## config.mk

```make
export PLATFORM = sky130hd
export DESIGN_NAME = sync_fifo_buf
export DESIGN_NICKNAME = d
export VERILOG_FILES = /design/src/rtl/sync_fifo_buf.sv
export SDC_FILE = /design/constraint.sdc
export NUM_CORES = 1
export LEC_CHECK = 0
export ABC_CLOCK_PERIOD_IN_PS = 2360
export BUFFER_PORTS_ARGS = -buffer_cell sky130_fd_sc_hd__buf_2
export CAP_MARGIN = 10
export CELL_PAD_IN_SITES_DETAIL_PLACEMENT = 1
export CELL_PAD_IN_SITES_GLOBAL_PLACEMENT = 1
export CORE_MARGIN = 2
export CORE_UTILIZATION = 41
export CTS_BUF_LIST = sky130_fd_sc_hd__clkbuf_8
export DETAILED_ROUTE_END_ITERATION = 7
export GPL_TIMING_DRIVEN = 0
export PLACE_DENSITY = 0.79
export SYNTH_ARGS = -nofsm -noshare
export SYNTH_HDL_FRONTEND = slang
export SYNTH_SLANG_ARGS = --single-unit
export TNS_END_PERCENT = 10
```

## constraint.sdc

```tcl
create_clock -name clk -period 2.36 [get_ports clk]
set_clock_uncertainty 0.2 [all_clocks]
set_input_delay 0.472 -clock clk [delete_from_list [all_inputs] [get_ports clk]]
set_output_delay 0.472 -clock clk [all_outputs]
set_load 0.01 [all_outputs]
```

## src/rtl/sync_fifo_buf.sv

```systemverilog
// Single-clock FIFO buffer with registered read data, occupancy flags and sticky errors.
// Optional build macro PARITY_EN adds an even-parity bit per entry and a parity_err output.
module sync_fifo_buf #(
    parameter int DATA_WIDTH = 8,
    parameter int FIFO_DEPTH = 8,
    parameter int ADDR_WIDTH = $clog2(FIFO_DEPTH),
    parameter int AF_LEVEL   = FIFO_DEPTH - 1,
    parameter int AE_LEVEL   = 1
) (
    input  logic                  clk,
    input  logic                  rst_n,
    input  logic                  flush,
    input  logic                  wr_en,
    input  logic [DATA_WIDTH-1:0] wdata,
    input  logic                  rd_en,
    output logic [DATA_WIDTH-1:0] rdata,
    output logic                  rdata_vld,
`ifdef PARITY_EN
    output logic                  parity_err,
`endif
    output logic                  full,
    output logic                  empty,
    output logic                  almost_full,
    output logic                  almost_empty,
    output logic [ADDR_WIDTH:0]   count,
    output logic                  overflow,
    output logic                  underflow,
    input  logic                  clr_err
);

`ifdef PARITY_EN
    localparam int MEM_W = DATA_WIDTH + 1;
`else
    localparam int MEM_W = DATA_WIDTH;
`endif

    localparam logic [ADDR_WIDTH:0] ONE     = (ADDR_WIDTH+1)'(1);
    localparam logic [ADDR_WIDTH:0] DEPTH_C = (ADDR_WIDTH+1)'(FIFO_DEPTH);
    localparam logic [ADDR_WIDTH:0] AF_C    = (ADDR_WIDTH+1)'(AF_LEVEL);
    localparam logic [ADDR_WIDTH:0] AE_C    = (ADDR_WIDTH+1)'(AE_LEVEL);

    logic [MEM_W-1:0]    mem [FIFO_DEPTH];
    logic [ADDR_WIDTH:0] wr_ptr;
    logic [ADDR_WIDTH:0] rd_ptr;
    logic                rd_acc;
    logic                wr_acc;
    logic [MEM_W-1:0]    wr_word;
    logic [MEM_W-1:0]    rd_word;

    // Flags decode the registered count, so they track the post-edge state.
    assign full         = (count == DEPTH_C);
    assign empty        = (count == '0);
    assign almost_full  = (count >= AF_C);
    assign almost_empty = (count <= AE_C);

    // A full FIFO only takes a write when a read frees a slot in the same cycle;
    // an empty FIFO never forwards same-cycle write data.
    assign rd_acc = !flush && rd_en && !empty;
    assign wr_acc = !flush && wr_en && (!full || rd_acc);

`ifdef PARITY_EN
    assign wr_word = {^wdata, wdata};
`else
    assign wr_word = wdata;
`endif
    assign rd_word = mem[rd_ptr[ADDR_WIDTH-1:0]];

    always_ff @(posedge clk or negedge rst_n) begin
        if (!rst_n) begin
            for (int i = 0; i < FIFO_DEPTH; i++) mem[i] <= '0;
        end else if (wr_acc) begin
            mem[wr_ptr[ADDR_WIDTH-1:0]] <= wr_word;
        end
    end

    always_ff @(posedge clk or negedge rst_n) begin
        if (!rst_n) begin
            wr_ptr <= '0;
            rd_ptr <= '0;
            count  <= '0;
        end else if (flush) begin
            wr_ptr <= '0;
            rd_ptr <= '0;
            count  <= '0;
        end else begin
            if (wr_acc) wr_ptr <= wr_ptr + ONE;
            if (rd_acc) rd_ptr <= rd_ptr + ONE;
            case ({wr_acc, rd_acc})
                2'b10:   count <= count + ONE;
                2'b01:   count <= count - ONE;
                default: count <= count;
            endcase
        end
    end

    always_ff @(posedge clk or negedge rst_n) begin
        if (!rst_n) begin
            rdata     <= '0;
            rdata_vld <= 1'b0;
        end else begin
            rdata_vld <= rd_acc;
            if (rd_acc) rdata <= rd_word[DATA_WIDTH-1:0];
        end
    end

`ifdef PARITY_EN
    always_ff @(posedge clk or negedge rst_n) begin
        if (!rst_n) parity_err <= 1'b0;
        else        parity_err <= rd_acc && (^rd_word);
    end
`endif

    // A fresh error in the same cycle as clr_err keeps the flag set.
    always_ff @(posedge clk or negedge rst_n) begin
        if (!rst_n) begin
            overflow  <= 1'b0;
            underflow <= 1'b0;
        end else begin
            if (!flush && wr_en && !wr_acc) overflow <= 1'b1;
            else if (clr_err)               overflow <= 1'b0;
            if (!flush && rd_en && !rd_acc) underflow <= 1'b1;
            else if (clr_err)               underflow <= 1'b0;
        end
    end

    always @(posedge clk) begin
        if (rst_n) assert ((wr_ptr - rd_ptr) == count);
    end

endmodule

```

==> metrics.csv <==
stage,metric,value,unit
status,outcome,finished clean,
power_and_ir_drop,seqPwrFrac,44.7,%
floorplan,die_w,103.6,µm
route,vias,2624,
route,wl_per_cell,20.63,µm
synth,synth_top_cells_by_area,"dfrtp_1 (52%), mux2_2 (18%), mux4_2 (8.9%)",
timing,finalSetupViolCount,0,
timing,fin_crit,2340,ps
global_route,use_met2,34.39,%
power_and_ir_drop,ir_worst_vdd,0.4400,mV
power_and_ir_drop,power_density,888.4,mW/mm²
timing,slew_viol_final,0,
route,drc,0,
synth,synth.most_common_cell,dfrtp_1,
synth,synthDistinctLibCells,50,
global_route,grt_pass1_vias,2906,
synth,synth.cell_area,0.004069,mm²
power_and_ir_drop,p_int,3.019,mW
synth,ys_top_cells_by_count,"dfrtp_1 (85), mux2_2 (65), mux4_2 (16), nor2_1 (16), a21oi_1 (11)",
cts,cts_tree,done,
layout,syn_to_final_growth,19.34,%
place,hpwl,6402,µm
cts,clkTransAtPathRegs,90,ps
route,routed_wl,10000,µm
global_route,use_met1,24.40,%
synth,ys_seq_area_share,52.28,%
place,globalplace.congestion,0.8028,
synth,dominantRegCellSynth,dfrtp_1,
setup_path,crit_type,register to output port,
floorplan,die_h,103.6,µm
global_route,grt_max_degree,73,
power_and_ir_drop,leakage,2.266,nW
synth,yosysWarningCount,0,
timing,final_hold_viol_count,0,
timing,rsz0062_at_grt,yes,
timing,setup-tns-final,0,ps
setup_path,critPathCaptureType,output port,
synth,syn_inst,287,
floorplan,io_pins,33,
cts,clk_latency,360,ps
layout,nNetsFinal,366,
global_route,grt.busiest_layer,met2,
setup_path,critPathArrivalTime,1670,ps
timing,timing.final.crit_share,99.17,%
global_route,grt_use_met3,3.965,%
timing,tightest_slew,1060,ps
synth,synth.top_cell.area_share,52.28,%
floorplan,row_count,36,
synth,async_reset_ff_share,100.0,%
power_and_ir_drop,netSwitchingFraction,30.01,%
global_route,grt_antenna_before_repair,0,
hold_path,min_path_type,input pin to register,
cts,cts_buffer_depth,2,
timing,fmax,427.3,MHz
run,maxCapViolations,0,
synth,synth_edf_count,0,
place,port_buffers,31,
layout,diodes,0,
cts,clock_sinks,85,
floorplan,die-area,0.01074,mm²
layout,drive_gt1_share,49.15,%
synth,synth.largest_area_cell,dfrtp_1,
synth,postSynthAreaPerCell,14.18,µm²
setup_path,cp_data_required_time,1690,ps
synth,syn-num-nets,306,
synth,ys_seq_elements,85,
global_route,grt.total_usage,19.67,%
layout,fin_util,50.14,%
power_and_ir_drop,netSwitchingPower,1.295,mW
floorplan,coreArea,0.009684,mm²
power_and_ir_drop,p_clk_share,25.8,%
floorplan,initial_core_util,42.02,%
place,place_area,0.004420,mm²
cts,numCtsBuffers,9,
setup_path,crit_fanout,5,
route,drt_iter0_drc,132,
global_route,grt_pass1_wl,16180,µm
route,drt_pre_antenna_iters,4,
cts,cts_max_level,3,
global_route,grt_overflow,0,
route,ant_nets,0,
power_and_ir_drop,combPwrFrac,29.5,%
setup_path,cp-start-kind,register,
cts,cts_root_buffer,clkbuf_8,
route,viasPerCell,5.410,
layout,postLayoutCellArea,0.004856,mm²
timing,slew-limit-headroom,29.31,%
kinds of logic (layout without fill, tap and decap cells):
| logic type | count (synthesis) | after routing | share of synthesized area (%) |
|---|---|---|---|
| multiplexers | 91 | 91 | 29.31 |
| flip-flops | 85 | 85 | 52.28 |
| AND/OR/NAND/NOR | 56 | 56 | 10.12 |
| AO/OA/AOI/OAI | 23 | 23 | 3.383 |
| buffers and inverters | 23 | 88 | 2.522 |
| adder cells (fa/ha/maj) | 5 | 5 | 1.538 |
| XOR/XNOR | 4 | 4 | 0.8612 |
cells in the final DEF, fill, tap and decap left out, types with 5 or more instances in the layout:
cell      synthesis  routed
clkbuf_8          0       9
mux4_2           16      16
mux2_2           65      65
dfrtp_1          85      83
clkbuf_1          8       5
inv_1             8       6
nor2_1           16      16
a21oi_1          11      11
mux2i_1          10      10
buf_2             4      32
buf_4             1      16
nand2_1           6       6
layout make-up:
class,instances,area (µm²)
multi-input cells,179,1891
repair buffers,49,346.6
well taps,133,166.4
clock buffers,9,123.9
inverters,8,30.03
fillers,1007,4828
clock inverters,7,90.09
plain buffers,15,78.83
flip-flops and latches,85,2130
per-layer routing:
metal / vias to the layer above / part of all wire [%]
met2: 55 / 53
met3: 14 / 2.5
met4: 0 / 1.5
met5: - / 0
li1: 1176 / -
met1: 1379 / 43
stage by stage:
stage / power [mW] / hold slack, ps / instances / worst slack, ps
floorplan: 2.692 / -23.59 / 287 / 52.09
global placement: 3.007 / 281.9 / 451 / -398.3
detailed placement: 3.095 / 147.6 / 452 / -460.7
CTS: 4.267 / 92.89 / 474 / -64.23
global route: 4.556 / 101.4 / 485 / -28.47
finish: 4.314 / 101.3 / 485 / 19.52
path summary, 6_finish.rpt:
kind	startpoint	end	slack [ps]	cells past startpoint
max	count[1]	empty	20	5
min	clr_err	overflow	100	2
max reg2reg	count[1]	count[1]	80	7
min reg2reg	mem[12]	mem[12]	310	1
max in group asynchronous	rst_n	count[1]	1040	3
min in group asynchronous	rst_n	mem[54]	300	2
power groups by stage:
stage	combinational (mW)	sequential [mW]	clock [mW]
finish	1.27	1.93	1.11
global route	1.39	1.97	1.20
CTS	1.19	1.94	1.15
detailed placement	1.14	1.96	0
global placement	1.08	1.93	0
floorplan	0.752	1.94	0
worst max-delay path, stage by stage, from the launching register on:
cell	delay, ps
dfrtp_2	450
inv_2	100
ha_4	160
or3b_4	420
inv_2	80
buf_6	100
flip-flops by register name (all words and copies together) (netlist names):
name       count
mem           64
rdata_vld      1
wr_ptr         3
rd_ptr         3
underflow      1
rdata          8
overflow       1
count          4
timing repair:
action | 4_1_cts | 5_1_grt
pin swaps | 4 | 2
setup buffers | 5 | 11
hold endpoints to repair | 13 | 0
endpoints found under the setup margin | 75 | 75
resized for setup | 13 | 4
hold buffers | 1 | 0
(Power assumes the default switching activity.)
